`src/rtl/eth_rx_mac_filter_pkg.sv`:
```
// rtl/eth_rx_mac_filter_pkg.sv - shared types and constants for the RX destination-MAC filter
package eth_rx_filter_pkg;

    typedef enum logic [2:0] {IDLE, HDR, REPLAY, PASS, DROP} state_t;

    localparam int          HDR_BYTES = 6;
    localparam logic [47:0] MAC_BCAST = 48'hFFFF_FFFF_FFFF;

endpackage

```
`src/rtl/eth_rx_mac_filter_if.sv`:
```
// rtl/eth_rx_mac_filter_if.sv - 8-bit byte stream bundle with tkeep/tuser/tlast
interface eth_rx_mac_filter_if;

    logic [7:0] tdata;
    logic       tkeep;
    logic       tvalid;
    logic       tlast;
    logic       tuser;
    logic       tready;

    modport master (output tdata, tkeep, tvalid, tlast, tuser, input tready);
    modport slave  (input tdata, tkeep, tvalid, tlast, tuser, output tready);

endinterface

```
`src/rtl/eth_rx_mac_match.sv`:
```
// rtl/eth_rx_mac_match.sv - combinational accept decision for one destination address
module eth_rx_mac_match
    import eth_rx_filter_pkg::*;
(
    input  logic [47:0] dest,
    input  logic [47:0] mac_addr,
    input  logic        promisc,
    input  logic        accept_broadcast,
    input  logic        accept_multicast,
    output logic        accept
);

    // I/G bit is bit 0 of the first wire byte, which sits at dest[47:40]
    assign accept = promisc
                  | (dest == mac_addr)
                  | ((dest == MAC_BCAST) & accept_broadcast)
                  | (dest[40] & accept_multicast);

endmodule

```
`src/rtl/eth_rx_mac_filter.sv`:
```
// rtl/eth_rx_mac_filter.sv - RX destination-MAC filter; ETH_RX_FILTER_STATS_EN adds pass/drop counters
module eth_rx_mac_filter
    import eth_rx_filter_pkg::*;
#(
    parameter int CNT_WIDTH = 32
) (
    input  logic                  clock125,
    input  logic                  reset,
    eth_rx_mac_filter_if.slave    s_axis,
    eth_rx_mac_filter_if.master   m_axis,
    input  logic [47:0]           mac_addr,
    input  logic                  promisc,
    input  logic                  accept_broadcast,
    input  logic                  accept_multicast,
    output logic [CNT_WIDTH-1:0]  pass_count,
    output logic [CNT_WIDTH-1:0]  drop_count
);

    localparam logic [2:0] HDR_LAST = 3'(HDR_BYTES - 1);

    state_t      state, state_next;
    logic        active;
    logic [7:0]  hdr [HDR_BYTES];
    logic [2:0]  hdr_idx;
    logic [47:0] dest;
    logic        accept, s_fire, hdr_last, runt, decide;

    assign s_fire   = s_axis.tvalid & s_axis.tready;
    assign hdr_last = (hdr_idx == HDR_LAST);
    assign runt     = s_fire & s_axis.tlast & ((state == IDLE) | (state == HDR));
    assign decide   = s_fire & ~s_axis.tlast & (state == HDR) & hdr_last;
    // the 6th byte is still on the bus in the decision cycle
    assign dest     = {hdr[0], hdr[1], hdr[2], hdr[3], hdr[4], s_axis.tdata};

    eth_rx_mac_match u_match (
        .dest             (dest),
        .mac_addr         (mac_addr),
        .promisc          (promisc),
        .accept_broadcast (accept_broadcast),
        .accept_multicast (accept_multicast),
        .accept           (accept)
    );

    // active holds every output quiet until the first edge after reset release
    always_ff @(posedge clock125 or posedge reset) begin
        if (reset) begin
            state  <= IDLE;
            active <= 1'b0;
        end else begin
            state  <= state_next;
            active <= 1'b1;
        end
    end

    always_comb begin
        state_next = state;
        case (state)
            IDLE:    if (s_fire) state_next = s_axis.tlast ? IDLE : HDR;
            HDR:     if (runt) state_next = IDLE;
                     else if (decide) state_next = accept ? REPLAY : DROP;
            REPLAY:  if (m_axis.tready && hdr_last) state_next = PASS;
            PASS,
            DROP:    if (s_fire && s_axis.tlast) state_next = IDLE;
            default: state_next = IDLE;
        endcase
    end

    always_comb begin
        s_axis.tready = 1'b0;
        m_axis.tvalid = 1'b0;
        m_axis.tdata  = 8'h00;
        m_axis.tkeep  = 1'b0;
        m_axis.tlast  = 1'b0;
        m_axis.tuser  = 1'b0;
        if (active) begin
            case (state)
                REPLAY: begin
                    m_axis.tvalid = 1'b1;
                    m_axis.tdata  = hdr[hdr_idx];
                    m_axis.tkeep  = 1'b1;
                end
                PASS: begin
                    s_axis.tready = m_axis.tready;
                    m_axis.tvalid = s_axis.tvalid;
                    m_axis.tdata  = s_axis.tdata;
                    m_axis.tkeep  = s_axis.tkeep;
                    m_axis.tlast  = s_axis.tlast;
                    m_axis.tuser  = s_axis.tuser;
                end
                default: s_axis.tready = 1'b1;
            endcase
        end
    end

    // hdr_idx is the write pointer while collecting and the read pointer while replaying
    always_ff @(posedge clock125 or posedge reset) begin
        if (reset) begin
            hdr_idx <= 3'd0;
            for (int i = 0; i < HDR_BYTES; i++) hdr[i] <= 8'h00;
        end else begin
            case (state)
                IDLE: if (s_fire) begin
                    hdr[0]  <= s_axis.tdata;
                    hdr_idx <= s_axis.tlast ? 3'd0 : 3'd1;
                end
                HDR: if (s_fire) begin
                    hdr[hdr_idx] <= s_axis.tdata;
                    hdr_idx      <= (s_axis.tlast || hdr_last) ? 3'd0 : hdr_idx + 3'd1;
                end
                REPLAY: if (m_axis.tready) hdr_idx <= hdr_last ? 3'd0 : hdr_idx + 3'd1;
                default: ;
            endcase
        end
    end

`ifdef ETH_RX_FILTER_STATS_EN
    logic pass_inc, drop_inc;
    assign pass_inc = decide & accept;
    assign drop_inc = runt | (decide & ~accept);

    always_ff @(posedge clock125 or posedge reset) begin
        if (reset) begin
            pass_count <= '0;
            drop_count <= '0;
        end else begin
            if (pass_inc && (pass_count != '1))
                pass_count <= pass_count + {{(CNT_WIDTH-1){1'b0}}, 1'b1};
            if (drop_inc && (drop_count != '1))
                drop_count <= drop_count + {{(CNT_WIDTH-1){1'b0}}, 1'b1};
        end
    end
`else
    assign pass_count = '0;
    assign drop_count = '0;
`endif

endmodule
```
`src/flat_wrapper.sv`:
```
// flat-port wrapper written by rule: the top's interface ports become plain ports
module eth_rx_mac_filter_flat import eth_rx_filter_pkg::*;
#(
    parameter int CNT_WIDTH = 32
)
  (clock125, reset, mac_addr, promisc, accept_broadcast, accept_multicast, pass_count, drop_count, s_axis_tdata, s_axis_tkeep, s_axis_tvalid, s_axis_tlast, s_axis_tuser, s_axis_tready, m_axis_tdata, m_axis_tkeep, m_axis_tvalid, m_axis_tlast, m_axis_tuser, m_axis_tready);
  eth_rx_mac_filter_if s_axis_i ();
  eth_rx_mac_filter_if m_axis_i ();
  input  logic clock125;
  input  logic reset;
  input  logic [47:0] mac_addr;
  input  logic promisc;
  input  logic accept_broadcast;
  input  logic accept_multicast;
  output logic [CNT_WIDTH-1:0] pass_count;
  output logic [CNT_WIDTH-1:0] drop_count;
  input wire logic [$bits(s_axis_i.tdata)-1:0] s_axis_tdata;
  input wire logic [$bits(s_axis_i.tkeep)-1:0] s_axis_tkeep;
  input wire logic [$bits(s_axis_i.tvalid)-1:0] s_axis_tvalid;
  input wire logic [$bits(s_axis_i.tlast)-1:0] s_axis_tlast;
  input wire logic [$bits(s_axis_i.tuser)-1:0] s_axis_tuser;
  output wire logic [$bits(s_axis_i.tready)-1:0] s_axis_tready;
  output wire logic [$bits(m_axis_i.tdata)-1:0] m_axis_tdata;
  output wire logic [$bits(m_axis_i.tkeep)-1:0] m_axis_tkeep;
  output wire logic [$bits(m_axis_i.tvalid)-1:0] m_axis_tvalid;
  output wire logic [$bits(m_axis_i.tlast)-1:0] m_axis_tlast;
  output wire logic [$bits(m_axis_i.tuser)-1:0] m_axis_tuser;
  input wire logic [$bits(m_axis_i.tready)-1:0] m_axis_tready;
  assign s_axis_i.tdata = s_axis_tdata;
  assign s_axis_i.tkeep = s_axis_tkeep;
  assign s_axis_i.tvalid = s_axis_tvalid;
  assign s_axis_i.tlast = s_axis_tlast;
  assign s_axis_i.tuser = s_axis_tuser;
  assign s_axis_tready = s_axis_i.tready;
  assign m_axis_tdata = m_axis_i.tdata;
  assign m_axis_tkeep = m_axis_i.tkeep;
  assign m_axis_tvalid = m_axis_i.tvalid;
  assign m_axis_tlast = m_axis_i.tlast;
  assign m_axis_tuser = m_axis_i.tuser;
  assign m_axis_i.tready = m_axis_tready;
  eth_rx_mac_filter #(.CNT_WIDTH(CNT_WIDTH)) u_core (.clock125(clock125), .reset(reset), .s_axis(s_axis_i), .m_axis(m_axis_i), .mac_addr(mac_addr), .promisc(promisc), .accept_broadcast(accept_broadcast), .accept_multicast(accept_multicast), .pass_count(pass_count), .drop_count(drop_count));
endmodule
```
`config.mk`:
```
export PLATFORM = sky130hd
export DESIGN_NAME = eth_rx_mac_filter_flat
export DESIGN_NICKNAME = d
export VERILOG_FILES = /design/src/rtl/eth_rx_mac_filter_pkg.sv /design/src/rtl/eth_rx_mac_filter_if.sv /design/src/rtl/eth_rx_mac_match.sv /design/src/rtl/eth_rx_mac_filter.sv /design/src/flat_wrapper.sv
export SDC_FILE = /design/constraint.sdc
export NUM_CORES = 1
export LEC_CHECK = 0
export BUFFER_PORTS_ARGS = -buffer_cell sky130_fd_sc_hd__buf_2
export CAP_MARGIN = 0
export CORE_MARGIN = 2
export CORE_UTILIZATION = 45
export DETAILED_ROUTE_END_ITERATION = 16
export PLACE_DENSITY_LB_ADDON = 0.3
export SETUP_SLACK_MARGIN = 0.4
export SYNTH_ARGS = -nofsm -noshare
export SYNTH_HDL_FRONTEND = slang
export SYNTH_HIERARCHICAL = 1
export SYNTH_SLANG_ARGS = --single-unit
export TNS_END_PERCENT = 100
```
`constraint.sdc`:
```
create_clock -name clock125 -period 1.9 [get_ports clock125]
set_input_delay 0.095 -clock clock125 [delete_from_list [all_inputs] [get_ports clock125]]
set_output_delay 0.095 -clock clock125 [all_outputs]
set_load 0.05 [all_outputs]
```
# After elaboration in Yosys (flattened, before gate mapping)
# Cells that the tools add are included.
[classes]
add_sub_neg = 1
magnitude_cmp = 2
eq_ne = 13
n_mux = 34
bitwise_logic = 14
n_reduce_logical = 12
[ops]
columns = ["op", "count"]
rows = [
  ["$bwmux 48", 1],
  ["$eq 48x48->1", 1],
  ["$eq 48x48->1 const B", 1],
  ["$mux 48", 1],
  ["$mux 8", 5],
  ["$pmux 8 s2", 2],
  ["$mux 3", 10],
  ["$bmux 8 s3", 1],
  ["$demux 8 s3", 1],
  ["$pmux 3 s4", 1],
  ["$pmux 3 s3", 1],
  ["$and 1x1->1", 8],
  ["$mux 1", 8],
  ["$ne 2x1->1 const B", 4],
  ["$reduce_and 4->1", 2],
  ["$eq 3x2->1 const B", 2],
  ["$eq 3x3->1 const B", 2],
  ["$pmux 1 s2", 3],
  ["$ge 4x4->1 const B", 1],
  ["$lt 4x1->1 const B", 1],
  ["$not 3->4", 1],
  ["$or 1x1->1", 4],
  ["$add 3x1->3 const B", 1],
  ["$eq 3x1->1 const B", 1],
  ["11 further kinds", 13],
]
[totals]
ff_bits = 55
input_bits = 66
out_inout_bits = 77
elab_cells = 85

# Longest topological paths before layout
[logic_depth]
ltp_word = 10
ltp_mapped = 9
depth_no_buf = 7

# Hierarchy
# Netlist, hierarchy kept.
[by_module_without_submodules]
columns = ["module", "n_inst", "cells_each", "area_each_um2", "seq_area_each_um2"]
rows = [
  ["eth_rx_mac_filter", 1, 302, 3352.0, 1376.3],
  ["eth_rx_mac_match", 1, 83, 645.6, 0.0],
]

# Worst setup path before layout
# Ideal clock, no wire load.
[synth_path]
kind = "register to output"
startpoint = "register u_core.hdr_idx[1]"
endpoint = "output m_axis_tdata[5]"
arrival_time_ns = 2.081
required_time_ns = 1.805
path_slack_ns = -0.276
stages_incl_launch_ff = 7
path_buffers = 2
path_cell_list = "dfrtp_1 -> clkbuf_1 -> inv_1 -> buf_2 -> mux2_2 -> o22a_1 -> a21oi_1"
[synth_between]
elab_chain_len = 6
[synth_lines]
columns = ["item", "line_no", "text"]
rows = [
  ["start: declaration", "eth_rx_mac_filter.sv:24", "logic [2:0] hdr_idx;"],
  ["start signal: assignment", "eth_rx_mac_filter.sv:104", "hdr_idx <= s_axis.tlast ? 3'd0 : 3'd1;"],
  ["start signal: assignment", "eth_rx_mac_filter.sv:108", "hdr_idx <= (s_axis.tlast || hdr_last) ? 3'd0 : hdr_idx + 3'd1;"],
  ["start signal: assignment", "eth_rx_mac_filter.sv:110", "REPLAY: if (m_axis.tready) hdr_idx <= hdr_last ? 3'd0 : hdr_idx + 3'd1;"],
  ["$not 3->4 (not written as such)", "eth_rx_mac_filter.sv:79", "m_axis.tdata = hdr[hdr_idx];"],
  ["$bmux 8 s3", "eth_rx_mac_filter.sv:79", ""],
  ["$mux 8 (not written as such) (2 in a row)", "eth_rx_mac_filter.sv:79", ""],
  ["$pmux 8 s2", "eth_rx_mac_filter.sv:76", "case (state)"],
  ["$mux 8", "eth_rx_mac_filter.sv:75", "if (active) begin"],
  ["end: declaration", "flat_wrapper.sv:23", "output wire logic [$bits(m_axis_i.tdata)-1:0] m_axis_tdata;"],
]
# Every way passes these cells. The select of a mux whose other input is x is not followed.

# Worst setup path after layout
[layout_path]
startpoint = "register u_core.hdr_idx[2]"
endpoint = "output m_axis_tdata[6]"
# Same word-level chain as after synthesis.

==> flow_summary.json <==
{
  "power_density_mw_per_mm2": 1500,
  "synth-seq-cells": 55,
  "numCtsBuffers": 5,
  "endpoint_kind": "output pin",
  "ff2ff_path_depth": 7,
  "utilization": 0.658,
  "cp.required_ps": 1800,
  "antenna_left": 0,
  "wl_um": 12400,
  "cts.sink_count": 55,
  "core_area_mm2": 0.00868,
  "synthDistinctLibCells": 49,
  "globalRouteOverflowTotal": 0,
  "wl_per_cell_um": 19.3,
  "via_per_inst": 5.59,
  "die_x_um": 98.3,
  "rr_startpoint": "u_core/dest[11]$_DFFE_PP0P_",
  "grt_pass1_vias": 3590,
  "relSlewSlack": 0.665,
  "rrSetupSlack_ps": -150,
  "cts_root_buf": "clkbuf_8",
  "swShare": 0.439,
  "peakVddDrop_mv": 0.833,
  "violations": "setup timing",
  "rsz0062_at_grt": "true",
  "reg2reg_to": "u_core/state[1]$_DFFE_PP0P_",
  "cts_tree": "built",
  "synth_fa_ha_area_frac": 0.00626,
  "skew_ps": 14.7,
  "tightest_slew_ps": 502,
  "htreeDepth": 2,
  "synthCells": 385,
  "fin_crit_sh": 1.11,
  "synthArstFlopShare": 1.00,
  "worstPathArrival_ps": 2020,
  "finalHoldViolations": 0,
  "p_comb_frac": 0.677,
  "start_util": 0.461,
  "synth.area.mux_share": 0.188,
  "start_kind": "flip-flop",
  "yosysWarnings": 6,
  "yosys.area_share.xor_xnor": 0.107,
  "grt_start_max_net_pins": 23,
  "crit_type": "reg -> out",
  "grt_usage": 0.254,
  "insertedDiodeCount": 0,
  "min_period_ps": 2110,
  "clkPwrFrac": 0.082,
  "drive_above_1_share": 0.537,
  "yosys_most_used_dff": "dfrtp_1",
  "hold-path-cell-count": 6,
  "io_buffers": 78,
  "num_rows": 34,
  "path_clk_slew_ps": 100,
  "vias": 3610,
  "gp_congestion": 0.948,
  "status": "complete, but fails checks",
  "hp-start": "promisc",
  "fin_ws_ps": -210,
  "synth_compound_area_frac": 0.0926,
  "dr.pass1.iters": 5,
  "syn_avg_cell_area_um2": 10.4,
  "hold-worst-slack_ps": 201,
  "die_area_mm2": 0.00965,
  "worstSkewPairLatency_ps": 320,
  "p_sw_uw": 3760,
  "final_max_slew_viol_count": 0,
  "areaGrowthSynthToFinish_pct": 42.9,
  "power_leakage_uw": 0.00280,
  "cap_violations": 0,
  "fmax_ghz": 0.474,
  "route.detailed.drc": 0,
  "grt_pass1_wl_um": 19100,
  "ys_seq_area_frac": 0.344,
  "setup_violations": 9,
  "synth_top_family_by_area": "multiplexers",
  "netlist_area_mm2": 0.00400,
  "seqPwrFrac": 0.241,
  "antenna_found_initial": 0,
  "drt_iter0_markers": 370,
  "place_hpwl_um": 8750,
  "synth-simple-area-share": 0.115,
  "cp_max_fo": 7,
  "nets": 605,
  "synth_edf_count": 0,
  "hp-class": "in -> reg",
  "die_h_um": 98.3,
  "internal_power_uw": 4800,
  "min_to": "u_core/state[2]$_DFFE_PP0P_",
  "io-pin-count": 143,
  "ctsLongestPathBuffers": 2
}
[routing by layer]
| metal | up-vias | wire length (um) | track usage |
|---|---|---|---|
| met5 | - | 0 | 0 |
| met4 | 0 | 341 | 0.0738 |
| met3 | 41 | 1080 | 0.0458 |
| met2 | 242 | 5800 | 0.412 |
| met1 | 1754 | 5220 | 0.352 |
| li1 | 1573 | - | - |
[repair_timing]
| item | in CTS | in global routing |
|---|---|---|
| hold endpoints to repair | 20 | 0 |
| gates cloned | 2 | 0 |
| setup buffers | 12 | 4 |
| setup endpoints to repair | 67 | 67 |
| hold buffers | 1 | 0 |
| pin swaps | 27 | 24 |
| resized for setup | 100 | 30 |
[sequential cells by signal (all words and copies together) (netlist names)]
name / count
u_core/hdr_idx: 3
u_core/hdr: 8
u_core/dest: 40
u_core/state: 3
u_core/active: 1
[metrics by stage]
step	instances	setup WS (ps)	power, uW	instance area (um^2)	setup TNS, ps
floorplan	448	20.0	5160	4490	0
global placement	619	-281	6290	4910	-449
detailed placement	619	-313	6380	4910	-471
CTS	642	-158	8070	5540	-1220
global route	646	-255	8980	5710	-2240
finish	646	-210	8560	5710	-1390
[synthesized netlist by cell type, types with 4 or more instances]
| master | number | area, um^2 |
|---|---|---|
| a21oi_1 | 6 | 30.0 |
| nor4_1 | 12 | 75.1 |
| nand4_1 | 17 | 106 |
| inv_1 | 6 | 22.5 |
| xor2_1 | 48 | 420 |
| buf_4 | 64 | 480 |
| clkbuf_1 | 7 | 26.3 |
| buf_2 | 9 | 45.0 |
| o21ai_0 | 4 | 20.0 |
| nand2_1 | 13 | 48.8 |
| a221oi_1 | 14 | 123 |
| mux2_2 | 65 | 732 |
| nor2_1 | 10 | 37.5 |
| dfrtp_1 | 55 | 1380 |
| o31a_1 | 7 | 61.3 |
[worst max path at each step]
stage                                        from                     endpoint  slack [ps]  cells past startpoint
detailed placement    u_core/dest[23]$_DFFE_PP0P_  u_core/state[1]$_DFFE_PP0P_        -310                      7
finish              u_core/hdr_idx[2]$_DFFE_PP0P_              m_axis_tdata[6]        -210                      7
CTS                 u_core/hdr_idx[2]$_DFFE_PP0P_              m_axis_tdata[3]        -160                      7
global placement      u_core/dest[23]$_DFFE_PP0P_  u_core/state[1]$_DFFE_PP0P_        -280                      7
floorplan             u_core/state[1]$_DFFE_PP0P_  u_core/dest[32]$_DFFE_PP0P_          20                      5
global route        u_core/hdr_idx[2]$_DFFE_PP0P_              m_axis_tdata[6]        -260                      7
[layout make-up]
class                           count  area, um^2
Timing Repair Buffer              162        1270
Inverter                            7        32.5
Multi-Input combinational cell    306        2790
Clock buffer                        6        82.6
Clock inverter                      2        16.3
Sequential cell                    55        1380
Fill cell                         637        2970
Tap cell                          108         135
[cell families after synthesis]
group | after synthesis
buffers and inverters | 87
and+or+nand+nor | 75
muxes | 67
DFF | 55
xor gates and xnor gates | 49
AOI/OAI and AO/OA | 48
adders and majority gates | 2
other | 2
[critical path, stage by stage (launching register included)]
cell       delay [ps]
dfrtp_2           480
buf_6             150
nor2b_4           180
clkbuf_16         200
a221oi_2           60
o31a_1            350
nor2_4            120
buf_6             170
[power groups by stage]
stage | Sequential (uW) | Clock (uW) | Combinational (uW)
after floorplan | 2000 | 0 | 3170
after detailed placement | 2040 | 0 | 4350
after CTS | 2040 | 710 | 5320
final | 2070 | 700 | 5790
after global placement | 2020 | 0 | 4270
after global routing | 2130 | 768 | 6090
[layout by cell type, fill, tap and decap left out, types with 11 or more instances in the layout]
master	instances
buf_2	65
conb_1	65
buf_4	57
dfrtp_1	52
mux2_4	48
xor2_1	47
buf_6	29
nand4_1	17
mux2_2	17
a221oi_2	12
nand2_1	11
No activity file was read; power rests on OpenSTA's default activity.
